--- src/rtl/mux_scan_if.sv ---
`default_nettype none
// ============================================================================
// Module      : mux_scan_if
// Description : Signal bundle between a scan sequencer and the agent that
//               owns the 4:1 mux data path.
//               master : drives start/hold/mux_o, observes select and result
//               slave  : the sequencer (mux_scan_ctrl)
//               Signals: start, hold, mux_o (to sequencer);
//                        j0, j1, word[0:3], busy, done (from sequencer)
// Revision    : 1.0  initial release
// ============================================================================
interface mux_scan_if;
    logic       start;
    logic       hold;
    logic       mux_o;
    logic       j0;
    logic       j1;
    logic [0:3] word;
    logic       busy;
    logic       done;

    modport master (
        output start, hold, mux_o,
        input  j0, j1, word, busy, done
    );

    modport slave (
        input  start, hold, mux_o,
        output j0, j1, word, busy, done
    );
endinterface
`default_nettype wire

--- src/rtl/mux_scan_ctrl.sv ---
`default_nettype none
// ============================================================================
// Module      : mux_scan_ctrl
// Description : Steps the select lines {j0,j1} of a downstream 4:1 mux through
//               channels 0..3, samples the mux output once per channel and
//               assembles a 4-bit word; done pulses for one cycle when the
//               word is complete.
//               Ports: clk, rst (sync, active-high), bus (mux_scan_if.slave)
//               Parameters: SETTLE - cycles each select is held (>=1)
//                           CONT   - 1: restart automatically after done
// Revision    : 1.0  initial release
// ============================================================================
module mux_scan_ctrl #(
    parameter int SETTLE = 1,
    parameter bit CONT   = 1'b0
) (
    input  logic       clk,
    input  logic       rst,
    mux_scan_if.slave  bus
);

    localparam int                 c_cnt_w    = $clog2(SETTLE + 1);
    localparam logic [c_cnt_w-1:0] c_cnt_last = c_cnt_w'(SETTLE - 1);

    typedef enum logic [1:0] {
        ST_IDLE = 2'd0,
        ST_SCAN = 2'd1,
        ST_DONE = 2'd2
    } state_t;

    state_t             r_state;
    logic [1:0]         r_sel;
    logic [c_cnt_w-1:0] r_cnt;
    logic [0:3]         r_word;

    state_t             w_state;
    logic [1:0]         w_sel;
    logic [c_cnt_w-1:0] w_cnt;
    logic [0:3]         w_word;

    always_ff @(posedge clk) begin
        if (rst) begin
            r_state <= ST_IDLE;
            r_sel   <= 2'd0;
            r_cnt   <= '0;
            r_word  <= 4'b0000;
        end else begin
            r_state <= w_state;
            r_sel   <= w_sel;
            r_cnt   <= w_cnt;
            r_word  <= w_word;
        end
    end

    always_comb begin
        w_state = r_state;
        w_sel   = r_sel;
        w_cnt   = r_cnt;
        w_word  = r_word;

        case (r_state)
            ST_IDLE: begin
                if (bus.start) begin
                    w_state = ST_SCAN;
                    w_sel   = 2'd0;
                    w_cnt   = '0;
                    w_word  = 4'b0000;
                end
            end

            ST_SCAN: begin
                // hold freezes everything, so each hold cycle adds exactly one
                // cycle of latency.
                if (!bus.hold) begin
                    if (r_cnt == c_cnt_last) begin
                        // Sample on the last cycle the select has been stable.
                        w_word[r_sel] = bus.mux_o;
                        w_cnt         = '0;
                        if (r_sel == 2'd3) begin
                            w_state = ST_DONE;
                            w_sel   = 2'd0;
                        end else begin
                            w_sel = r_sel + 2'd1;
                        end
                    end else begin
                        w_cnt = r_cnt + c_cnt_w'(1);
                    end
                end
            end

            ST_DONE: begin
                // word stays valid through this cycle; a restart clears it
                // on the following edge.
                if (bus.start || CONT) begin
                    w_state = ST_SCAN;
                    w_sel   = 2'd0;
                    w_cnt   = '0;
                    w_word  = 4'b0000;
                end else begin
                    w_state = ST_IDLE;
                end
            end

            default: begin
                w_state = ST_IDLE;
                w_sel   = 2'd0;
                w_cnt   = '0;
            end
        endcase
    end

    assign bus.j0   = r_sel[1];
    assign bus.j1   = r_sel[0];
    assign bus.word = r_word;
    assign bus.busy = (r_state == ST_SCAN);
    assign bus.done = (r_state == ST_DONE);

endmodule
`default_nettype wire

--- src/flat_wrapper.sv ---
// flat-port wrapper written by rule: the top's interface ports become plain ports
module mux_scan_ctrl_flat 
#(
    parameter int SETTLE = 1,
    parameter bit CONT   = 1'b0
)
  (clk, rst, bus_start, bus_hold, bus_mux_o, bus_j0, bus_j1, bus_word, bus_busy, bus_done);
  mux_scan_if bus_i ();
  input  logic clk;
  input  logic rst;
  input wire logic [$bits(bus_i.start)-1:0] bus_start;
  input wire logic [$bits(bus_i.hold)-1:0] bus_hold;
  input wire logic [$bits(bus_i.mux_o)-1:0] bus_mux_o;
  output wire logic [$bits(bus_i.j0)-1:0] bus_j0;
  output wire logic [$bits(bus_i.j1)-1:0] bus_j1;
  output wire logic [$bits(bus_i.word)-1:0] bus_word;
  output wire logic [$bits(bus_i.busy)-1:0] bus_busy;
  output wire logic [$bits(bus_i.done)-1:0] bus_done;
  assign bus_i.start = bus_start;
  assign bus_i.hold = bus_hold;
  assign bus_i.mux_o = bus_mux_o;
  assign bus_j0 = bus_i.j0;
  assign bus_j1 = bus_i.j1;
  assign bus_word = bus_i.word;
  assign bus_busy = bus_i.busy;
  assign bus_done = bus_i.done;
  mux_scan_ctrl #(.SETTLE(SETTLE), .CONT(CONT)) u_core (.clk(clk), .rst(rst), .bus(bus_i));
endmodule
--- config.mk ---
export PLATFORM = sky130hd
export DESIGN_NAME = mux_scan_ctrl_flat
export DESIGN_NICKNAME = d
export VERILOG_FILES = /design/src/rtl/mux_scan_if.sv /design/src/rtl/mux_scan_ctrl.sv /design/src/flat_wrapper.sv
export SDC_FILE = /design/constraint.sdc
export NUM_CORES = 1
export LEC_CHECK = 0
export CAP_MARGIN = 40
export CORE_MARGIN = 2
export CORE_UTILIZATION = 35
export DETAILED_ROUTE_END_ITERATION = 10
export DONT_BUFFER_PORTS = 1
export GPL_ROUTABILITY_DRIVEN = 0
export PLACE_DENSITY = 0.5
export RECOVER_POWER = 25
export SLEW_MARGIN = 20
export SYNTH_ARGS = -nofsm -noshare
export SYNTH_HDL_FRONTEND = slang
export SYNTH_SLANG_ARGS = --single-unit
--- constraint.sdc ---
create_clock -name clk -period 2.6 [get_ports clk]
set_input_delay 0.78 -clock clk [delete_from_list [all_inputs] [get_ports clk]]
set_output_delay 0.78 -clock clk [all_outputs]
set_load 0.02 [all_outputs]
==> run metrics, run 1 <==
status finished, final reports clean; worst slew pin tran 0.660 ns; Non-Filler Instances between 60 and 70; max-slew violations 0; layout filler cell count between 100 and 150; cell row count 13; Die X around 40 um; diode count 0; 1st-pass router iterations 4; final antenna-violating net count 0; CTS H-tree depth 1; TritonCTS clock tree done; synth-to-layout area growth 5.43%; Req. time, crit path ~1.8 ns; delay-heaviest family, CP simple AND/OR/NAND/NOR gates; initial antenna violation count 0; first-pass GRT wire length 1.48 mm; Net Count, Synth slightly below 60; Netlist cell types 20; Std-Cell Core Area about 1300 sq um; Seq/Total Area, Yosys 34.8%; Cell Pwr Density 507 nW/um^2; Ys Warns 0; setup tns final 0 ns; Congestion Overflow GR 0; vias in the first global route 352; net count reported at finish 62; Max clock buf depth 2; worst min-delay path category reg2reg; Clock Root Buffer clkbuf_4; DR iter-0 viols 3; average size of a mapped cell roughly 9.4 sq um; clock period minus worst slack 1.87 ns; VDD IR-drop max 0.000148 V; RSZ-0062 raised after global routing no; Hold Vio Cnt, Final 0; initial core utilization 36.3%; arrival time worst endpoint 1.09 ns; drt via density between 5 and 6; DP Cell Count 63; Setup CP Type reg2out; Buf+Inv Stages, Crit Path 0; WL per Instance approximately 13 um; largest net degree at the start of global routing 11; # hold bufs at CTS 0; most common cell after layout, fill and taps aside dfxtp_1; TritonCTS Buffers 3; total setup buffers inserted after CTS 0; Post-DP HPWL 720 um; #FFs+latches synth 8; CP cell instances nor2b_1; commonest cells after routing, fill and taps aside dfxtp_1 (8), inv_1 (5), mux2i_1 (4), nand2_1 (4), ha_1 (4); Gate Count Post-Synth just under 50; Worst slew margin between 50% and 60%; Setup Skew 0.00185 ns; Startpoint Class flip-flop; Place WS 0.995 ns; PortBufs 0; Mapped Area 460 sq um; Largest stage delay, worst path between 0.4 and 0.5 ns; Routed Wire Length 877 um; CTS Sinks 8; total die area 1620 sq um; post-cts sizing count 0; placed cell area 474 sq um; CP max stage cell nor2b_1; Max Cap Viol 0; endpoints failing setup 0; CTS clk-pin slew, worst paths 0.05 ns; min setup slack post-route 0.727 ns; total global routing track utilization 14.7%; final worst-path cycle share 72.0%; vias 337; final instance area 485 sq um; FMAX approximately 0.53 GHz; Worst Setup End Kind output port; Die H ~40 um; IO Count 13; DRC violations left 0; layout cells sized above 1 under 10%; Static Leak 0.202 nW; Crit Path Max Fanout 7; clk_lat worst skew 0.25 ns
-- power by group --
| group | internal [mW] | switching [mW] |
|---|---|---|
| logic | 0.00883 | 0.0120 |
| clock network | 0.0528 | 0.0416 |
| registers | 0.126 | 0.00544 |
-- cells by family (layout without fill, tap and decap cells) --
| logic type | Yosys count | count (layout) | share of synthesized area (%) |
|---|---|---|---|
| AOI/OAI and AO/OA | 8 | 8 | 12.2 |
| adders and majority gates | 4 | 4 | 10.9 |
| buffers and inverters | 6 | 8 | 5.16 |
| DFF | 8 | 8 | 34.8 |
| muxes | 4 | 4 | 8.70 |
| and+or+nand+nor | 19 | 19 | 28.3 |
-- metrics by stage --
step | hold WS (ns) | util (%) | power [mW]
finish | 0.586 | 38.3 | 0.246
global route | 0.575 | 38.3 | 0.261
CTS | 0.580 | 39.2 | 0.253
detailed placement | 0.577 | 37.4 | 0.156
global placement | 0.564 | 37.4 | 0.155
floorplan | 0.535 | - | 0.153
-- synthesized netlist by cell type --
cell type	count	share of area (%)
dfxtp_1	8	35
inv_1	5	4.1
ha_1	4	11
mux2i_1	4	8.7
nand2_1	4	3.3
a21oi_1	3	3.3
nand3b_1	3	4.9
o21ai_0	3	3.3
and2_1	2	2.7
and2b_1	2	3.3
nand2b_1	2	2.7
a32o_1	1	2.2
clkbuf_2	1	1.1
nor2_1	1	0.81
nor2b_1	1	1.4
nor3_1	1	1.1
nor3b_2	1	2.7
nor3b_4	1	4.1
o32ai_2	1	3.5
or3_1	1	1.4
-- sequential cells by signal, summed over array words and instances (netlist names) --
signal           count
u_core.bus.word      4
u_core.r_state       2
u_core.r_sel         2
-- final timing paths --
path | start | end | slack, ns | depth (start not counted)
min | u_core.r_state[0] | u_core.bus.word[3] | 0.59 | 2
min reg2reg | u_core.r_state[0] | u_core.bus.word[3] | 0.59 | 2
max | u_core.r_state[0] | bus_busy | 0.73 | 1
max reg2reg | u_core.r_sel[0] | u_core.bus.word[3] | 1.13 | 4
-- layout make-up --
type / count / area (sq um) / share of cell area (%)
Tap cell: 15 / 18.8 / 3.87
Sequential cell: 8 / 160 / 33.0
Multi-Input combinational cell: 35 / 265 / 54.6
Clock buffer: 3 / 22.5 / 4.64
Inverter: 5 / 18.8 / 3.87
-- layer usage --
metal | global-route usage (%) | routed length (um) | part of all wire [%]
met4 | 7.50 | 11 | 1.3
met5 | 0 | 0 | 0
met1 | 18.0 | 382 | 44
met3 | 6.11 | 78 | 8.9
met2 | 21.8 | 405 | 46
(Power assumes the default switching activity.)
==> inputs of run 2 (changes only) <==
PLACE_DENSITY = 0.52   (was 0.5)
clock period = 1.7 ns   (was 2.6 ns; I/O delays follow)
==> run 2 against run 1 <==
Net effect:
- final cell count rose by 4.5%
- cell area grew 4.6%
- total power rose by 56%
- setup slack lost 0.51 ns
- first-iteration DRC count fell by 67%
- sequential power increased by 51%
- register-to-register slack worse by 0.81 ns
- non-clock buffer count rose by 3
- flip-flop and latch count did not move
- hold slack got worse by 0.27 ns
- count of clock-buffer cells in the layout unchanged
- critical endpoint unchanged
- largest cell class unchanged
- highest routed layer unchanged
==> run metrics, run 2 (synthesis gave the netlist of run 1 again) <==
net count reported at finish 65 (was 62); 1st-pass router iterations 3 (was 4); IO Count 13 (unchanged); diode count 0 (unchanged); commonest cells after routing, fill and taps aside dfxtp_1 (8), inv_1 (5), mux2i_1 (4), nand2_1 (4), ha_1 (4) (unchanged); DRC violations left 0 (unchanged); arrival time worst endpoint 0.97 ns (was 1.09 ns); total global routing track utilization 13.9% (was 14.7%); DR iter-0 viols 1 (was 3); CTS clk-pin slew, worst paths 0.06 ns (was 0.05 ns); worst min-delay path category in2reg (was reg2reg); most common cell after layout, fill and taps aside dfxtp_1 (unchanged); Buf+Inv Stages, Crit Path 1 (was 0); max FFs per register 4 (unchanged); vias 334 (was 337); placed cell area 497 sq um (was 474 sq um); Std-Cell Core Area 1270 sq um (unchanged); final instance area 508 sq um (was 485 sq um); CP max stage cell dfxtp_1 (was nor2b_1); Crit path depth 2 (was 1); clock period minus worst slack 1.48 ns; largest net degree at the start of global routing 11 (unchanged); Die X 40.3 um (unchanged); Static Leak 0.218 nW (was 0.202 nW); RSZ-0062 raised after global routing no (unchanged); layout filler cell count 125 (was 135); setup tns final 0 ns (unchanged); cell row count 13 (unchanged); TritonCTS Buffers 3 (unchanged); R2R cell count 3 (was 4); FMAX 0.674 GHz; vias in the first global route 319 (was 352); Crit Path Max Fanout 7 (unchanged); Hold Vio Cnt, Final 0 (unchanged); total setup buffers inserted after CTS 0 (unchanged); Cell Pwr Density 755 nW/um^2 (was 507 nW/um^2); synth-to-layout area growth 10.3% (was 5.43%); post-cts sizing count 0 (unchanged); VDD IR-drop max 0.000286 V (was 0.000148 V); Post-DP HPWL 653 um (was 720 um); clk_lat worst skew 0.25 ns (about the same); Largest stage delay, worst path 0.41 ns (was 0.44 ns); Req. time, crit path 1.19 ns (was 1.82 ns); final antenna-violating net count 0 (unchanged); Startpoint Class flip-flop (unchanged); first-pass GRT wire length 1.35 mm (was 1.48 mm); worst slew pin tran 0.604 ns (was 0.660 ns); CTS H-tree depth 1 (unchanged); initial core utilization 36.3% (unchanged); # hold bufs at CTS 0 (unchanged); hold depth 1 (was 2); Setup Skew 0.00502 ns (was 0.00185 ns); endpoints failing setup 0 (unchanged); layout cells sized above 1 14.8% (was 9.80%); total die area 1620 sq um (unchanged); R2R Setup Slk 0.32 ns (was 1.13 ns); initial antenna violation count 0 (unchanged); Max clock buf depth 2 (unchanged); CP cell instances nor2b_1 > buf_4 (was nor2b_1); WL per Instance 12.6 um (was 13.3 um); Routed Wire Length 871 um (was 877 um); status finished, final reports clean (unchanged); Worst slew margin 59.6% (was 55.9%); max-slew violations 0 (unchanged); final worst-path cycle share 87.3%; CTS Sinks 8 (unchanged); PortBufs 0 (unchanged); Setup CP Type reg2out (unchanged); multi-input logic area 265 sq um (unchanged); Max Cap Viol 0 (unchanged); delay-heaviest family, CP flip-flops (was simple AND/OR/NAND/NOR gates); Die H 40.3 um (unchanged); Clock Root Buffer clkbuf_4 (unchanged); drt via density 4.84 (was 5.11); register area 160 sq um (unchanged); Congestion Overflow GR 0 (unchanged); TritonCTS clock tree done (unchanged); Worst Setup End Kind output port (unchanged)
==> run 2: cell count changes in the layout (fill, tap and decap cells not counted), sizes merged <==
cell	previous run	this run
buf	0	3
==> run 2: metal layers <==
layer,vias up,wire length [um],GRT usage (%)
li1,176,-,-
met1,148,402,15.7
met2,8,391,19.0
met3,2,61,5.00
met4,0,15,15.0
met5,-,0,0
==> run 2: cell type report <==
class	count	area share, %
multi-input combinational	35	52.2
clock buffer	3	4.43
inverter	5	3.69
tap	15	3.69
sequential	8	31.5
timing repair buffer	3	4.43
==> run 2: worst paths after layout <==
kind,startpoint,endpoint
setup / recovery,u_core.r_state[0],bus_busy
hold / removal,rst,u_core.r_state[0]
setup reg to reg,u_core.r_state[0],u_core.bus.word[0]
hold reg to reg,u_core.bus.word[1],u_core.bus.word[1]
==> run 2: power by group <==
part | switching (mW) | internal, mW | total, mW
clock | 0.0657 | 0.0809 | 0.147
combinational | 0.0209 | 0.0174 | 0.0383
sequential | 0.00638 | 0.192 | 0.198
total | 0.0930 | 0.290 | 0.383
==> run 2: stage by stage <==
stage | worst slack [ns] | hold slack (ns) | cells | power, mW | util (%)
after floorplan | 0.366 | 0.535 | 49 | 0.234 | -
after global placement | 0.455 | 0.581 | 66 | 0.244 | 39.2
after detailed placement | 0.439 | 0.583 | 66 | 0.243 | 39.2
after CTS | 0.198 | 0.305 | 69 | 0.396 | 40.9
after global routing | 0.161 | 0.305 | 69 | 0.403 | 40.0
final | 0.217 | 0.316 | 69 | 0.383 | 40.0
==> run 2: worst register-to-register path, cell delays in order, from the launching register on <==
cell	delay (ns)
dfxtp_1	0.41
nor3b_1	0.55
nand2_1	0.16
mux2i_1	0.15
